**src/rtl/cache_profiler_reader.sv**
```systemverilog
// Cache profiler readout: on a snapshot request, latches all six counters
// in one cycle and streams them as an 8-word framed packet over valid/ready.
// Frame: {magic, seq}, six counters, then the XOR of the first seven words.
module cache_profiler_reader #(
  parameter logic [15:0] HEADER_MAGIC = 16'hCA5E
) (
  input  logic        clk,
  input  logic        rst,
  input  logic        enable,
  input  logic        snapshot_req,
  input  logic [31:0] icache_hit_counter,
  input  logic [31:0] icache_miss_counter,
  input  logic [31:0] icache_request_counter,
  input  logic [31:0] dcache_hit_counter,
  input  logic [31:0] dcache_miss_counter,
  input  logic [31:0] dcache_request_counter,
  output logic        m_valid,
  output logic [31:0] m_data,
  output logic        m_last,
  input  logic        m_ready,
  output logic        busy,
  output logic [15:0] frame_seq,
  output logic [15:0] drop_count
);

  // state | meaning
  // IDLE  | waiting for a snapshot request, stream idle
  // SEND  | streaming the captured frame, one word per handshake
  typedef enum logic {ST_IDLE = 1'b0, ST_SEND = 1'b1} state_t;

  state_t      state;
  logic        req_q;
  logic [2:0]  idx;
  logic [31:0] shadow [8];
  logic        req_edge;
  logic [31:0] header_w;
  logic [31:0] check_w;

  assign req_edge = snapshot_req & ~req_q;
  assign header_w = {HEADER_MAGIC, frame_seq};

  // Checksum computed from the live values so it lands in the same capture cycle.
  assign check_w = header_w ^ icache_hit_counter ^ icache_miss_counter ^
                   icache_request_counter ^ dcache_hit_counter ^
                   dcache_miss_counter ^ dcache_request_counter;

  // Request edge detect, capture, framing and drop accounting.
  always_ff @(posedge clk) begin
    if (rst) begin
      state      <= ST_IDLE;
      req_q      <= 1'b0;
      idx        <= 3'd0;
      m_valid    <= 1'b0;
      m_data     <= 32'd0;
      m_last     <= 1'b0;
      busy       <= 1'b0;
      frame_seq  <= 16'd0;
      drop_count <= 16'd0;
      for (int i = 0; i < 8; i++) shadow[i] <= 32'd0;
    end else begin
      req_q <= snapshot_req;
      case (state)
        ST_IDLE: begin
          if (req_edge && enable) begin
            shadow[0] <= header_w;
            shadow[1] <= icache_hit_counter;
            shadow[2] <= icache_miss_counter;
            shadow[3] <= icache_request_counter;
            shadow[4] <= dcache_hit_counter;
            shadow[5] <= dcache_miss_counter;
            shadow[6] <= dcache_request_counter;
            shadow[7] <= check_w;
            idx       <= 3'd0;
            state     <= ST_SEND;
            busy      <= 1'b1;
            m_valid   <= 1'b1;
            m_data    <= header_w;
            m_last    <= 1'b0;
          end
        end
        ST_SEND: begin
          // Any edge while a frame is in flight is lost, enable or not.
          if (req_edge && (drop_count != 16'hFFFF))
            drop_count <= drop_count + 16'd1;
          if (m_valid && m_ready) begin
            if (idx == 3'd7) begin
              state     <= ST_IDLE;
              busy      <= 1'b0;
              m_valid   <= 1'b0;
              m_data    <= 32'd0;
              m_last    <= 1'b0;
              frame_seq <= frame_seq + 16'd1;
            end else begin
              idx    <= idx + 3'd1;
              m_data <= shadow[idx + 3'd1];
              m_last <= (idx == 3'd6);
            end
          end
        end
        default: state <= ST_IDLE;
      endcase
    end
  end

endmodule
```
**config.mk**
```make
export PLATFORM = sky130hd
export DESIGN_NAME = cache_profiler_reader
export DESIGN_NICKNAME = d
export VERILOG_FILES = /design/src/rtl/cache_profiler_reader.sv
export SDC_FILE = /design/constraint.sdc
export NUM_CORES = 1
export LEC_CHECK = 0
export ABC_AREA = 1
export BUFFER_PORTS_ARGS = -buffer_cell sky130_fd_sc_hd__buf_4
export CAP_MARGIN = 40
export CORE_AREA = 2 2 237 239
export CTS_BUF_LIST = sky130_fd_sc_hd__clkbuf_16
export DETAILED_ROUTE_END_ITERATION = 10
export DIE_AREA = 0 0 239 241
export PLACE_DENSITY = 0.49
export SLEW_MARGIN = 20
export SYNTH_ARGS = -nofsm -noshare
export SYNTH_HDL_FRONTEND = slang
export SYNTH_SLANG_ARGS = --single-unit
export TNS_END_PERCENT = 5
```
**constraint.sdc**
```tcl
create_clock -name clk -period 16.5 [get_ports clk]
set_input_delay 0 -clock clk [delete_from_list [all_inputs] [get_ports clk]]
set_output_delay 0 -clock clk [all_outputs]
set_load 0.005 [all_outputs]
```
==> impl_metrics.toml <==
[setup_path]
crit_required_ps = 16960
r2r_cells = 9
crit_type = "reg -> reg"
worstPathArrival_ps = 3640
r2r_end = "m_data[25]"
path_cells = "ha_1 -> ha_2 -> buf_12 -> inv_2 -> nand2_1 -> a21oi_1 -> o21ai_0 -> o21ai_0 -> a21oi_1"
reg2reg_from = "idx[0]"
critPathLaunchType = "flip-flop"
end_kind = "flip-flop"
cpMaxStageDelayCell = "dfxtp_4"
cpPeakStageDelay_ps = 700
path_max_fanout = 46
rrSetupSlack_ps = 13320

[timing]
finalHoldViolCount = 0
rsz0062_at_grt = "no"
finClkSkew_ps = 24.12
period_share_pct = 19.26
fin_crit_ps = 3178
setup_violations = 0
fin_ws_ps = 13320
fmax_ghz = 0.3147
maxSlewHeadroom_pct = 45.87
fin_setup_tns_ps = 0
slew_viol_final = 0
tightest_slew_ps = 811.9

[global_routing]
antenna_found_initial = 2
grt_max_degree = 184
grt_pass1_vias = 14820
track_usage_pct = 18.35
gr-total-overflow = 0
grt_pass1_wl_um = 81440

[outcome]
status = "finished clean"

[synthesis]
synth_top_area_share_pct = 44.06
synth_edf_count = 240
synthFlopType = "edfxtp_1"
ys_top_cells_by_area = "edfxtp_1 44%, nor2_1 12%, dfxtp_1 8.8%"
synth.avg_cell_area_um2 = 7.980
synth_cell_types = 35
ys_warn_count = 0
yosysTopAreaCell = "edfxtp_1"
ys_ff_latch = 312
synth_cells = 2050
syn_nets = 2252
async_flop_share_pct = 0
netlist_area_um2 = 16360
ys_seq_area_share_pct = 52.87

[power_and_ir_drop]
ir_worst_vdd_mv = 0.06371
power.leakage_nw = 10.11
design_power_total_mw = 2.022
p_per_area_nw_per_um2 = 89.92

[floorplanning]
die_area_um2 = 57600
initial_core_util_pct = 29.81
core_um2 = 54880
die_x_um = 239
rows = 86
die_h_um = 241
pin_count = 264

[detailed_routing]
drt_iter0_drc = 935
drc = 0
drt-total-wl_um = 53220
avgRoutedWirePerCell_um = 16.50
vias = 14950
dr.pass1.iters = 5
antenna_left = 0
vias_per_cell = 4.633

[clock_tree]
clkSlewWorstSetupHoldPaths_ps = 60
cts_resized = 0
h-tree-depth = 2
clock-sinks = 312
clock_path_buffers = 3
clock-root-buffer = "clkbuf_16"
cts_buffers = 39
clk_latency_ps = 570
cts_tree = "done"
post-cts-setup-buffers = 0

[placement]
dp_hpwl_um = 34240
dpl_cell_area_um2 = 19070
dpl_worst_slack_ps = 13210
gp_congestion = 0.8001
io_buffers = 263

[worst_hold_path]
hold_depth = 5
holdPathEnd = "state"
hp-class = "in -> reg"
hold_start = "enable"

[final_layout]
n_antenna_cell = 0
stdcell_area_um2 = 22490
area_growth_pct = 37.46
drive_gt1_share_pct = 14.51
fillers = 5520
fin_nets = 2693

[flow_run]
cap_violations = 0
[timing repair]
action / CTS / global route
hold buffers: 205 / 0
endpoints found under the hold margin: 248 / 0
setup endpoints to repair: 0 / 0
[routing by layer]
metal,wire length (µm),global-route usage (%),share of wire (%)
met2,25610,32.04,48
met1,23720,23.12,45
met5,22,0,0.041
met4,1211,5.303,2.3
met3,2650,3.386,5.0
[power by group]
part / switching (mW) / total, mW / internal (mW)
clock: 0.350 / 0.830 / 0.480
combinational: 0.146 / 0.271 / 0.124
sequential: 0.0189 / 0.921 / 0.902
[placed cells by master, fill, tap and decap left out, types with 6 or more instances in the layout]
cell	synthesis	layout
a21oi_1	93	93
a21oi_2	7	7
buf_16	0	7
buf_4	3	270
clkbuf_16	0	39
clkinv_1	1	14
dfxtp_1	72	71
dlygate4sd3_1	0	205
edfxtp_1	240	240
inv_1	238	248
inv_2	8	6
nand2_1	349	347
nand3_1	179	179
nand4_1	9	9
nor2_1	506	505
o21ai_0	156	156
xnor2_1	32	32
xor2_1	37	37
[logic make-up (layout without fill, tap and decap cells)]
family                   count (synthesis)  count (layout)  synth area share [%]
XOR/XNOR                                69              69                 3.694
AND/OR/NAND/NOR                       1059            1059                 26.36
adder cells (fa/ha/maj)                  5               5                0.3824
buffers and inverters                  336             808                 8.108
AO/OA/AOI/OAI                          269             269                 8.590
flip-flops                             312             312                 52.87
[sequential cells by signal, indices dropped and copies added, names as in the netlist]
| name | flops |
|---|---|
| busy | 1 |
| drop_count | 16 |
| frame_seq | 16 |
| idx | 3 |
| m_data | 32 |
| m_last | 1 |
| req_q | 1 |
| shadow | 241 |
| state | 1 |
[Yosys cell counts, types with 2 or more instances]
cell type / n
inv_1: 238
nor2_8: 2
nand3b_1: 2
o211ai_1: 3
o21ai_1: 3
a21oi_1: 93
nand2_4: 3
a21oi_2: 7
buf_1: 10
buf_2: 37
nand3_1: 179
o21ai_0: 156
nor2_2: 4
nand2_1: 349
nor3_1: 3
clkbuf_1: 38
inv_2: 8
buf_4: 3
nand4_1: 9
nor2_1: 506
dfxtp_1: 72
ha_1: 5
xor2_1: 37
edfxtp_1: 240
xnor2_1: 32
a22oi_1: 2
[critical path, delay by kind of cell (launching register included)]
| family | cells | cell delay, ps |
|---|---|---|
| buffers and inverters | 2 | 780 |
| flip-flops | 1 | 700 |
| adder cells (fa/ha/maj) | 2 | 650 |
| AO/OA/AOI/OAI | 4 | 520 |
| AND/OR/NAND/NOR | 1 | 380 |
[how the worst max path moves through the flow]
stage                start            to  slack [ps]  cells past startpoint
floorplan              rst  shadow[0][0]        9990                      5
global placement    idx[0]    m_data[20]       13050                      8
detailed placement  idx[0]    m_data[25]       13210                      9
CTS                 idx[0]    m_data[25]       13200                      9
global route        idx[0]    m_data[25]       13030                      9
finish              idx[0]    m_data[25]       13320                      9
[cell type report]
| cell class | instances | area, µm² | area share (%) |
|---|---|---|---|
| clock buffers | 39 | 975.9 | 4.340 |
| clock inverters | 33 | 251.5 | 1.118 |
| inverters | 247 | 929.6 | 4.134 |
| multi-input cells | 1402 | 6411 | 28.51 |
| flip-flops and latches | 312 | 8652 | 38.48 |
| well taps | 704 | 880.8 | 3.917 |
| repair buffers | 489 | 4385 | 19.50 |
[through the flow]
| stage | std cells | utilization, % | hold slack (ps) |
|---|---|---|---|
| 3_3_place_gp | 2937 | 34.49 | 273.6 |
| 5_1_grt | 3226 | 40.98 | 170.5 |
| 3_5_place_dp | 2944 | 34.75 | 274.1 |
| 6_report | 3226 | 40.98 | 88.41 |
| 4_1_cts | 3221 | 40.73 | 72.84 |
| 2_1_floorplan | 2050 | - | 107.0 |
Note: power is estimated with default switching activity, not from simulation.
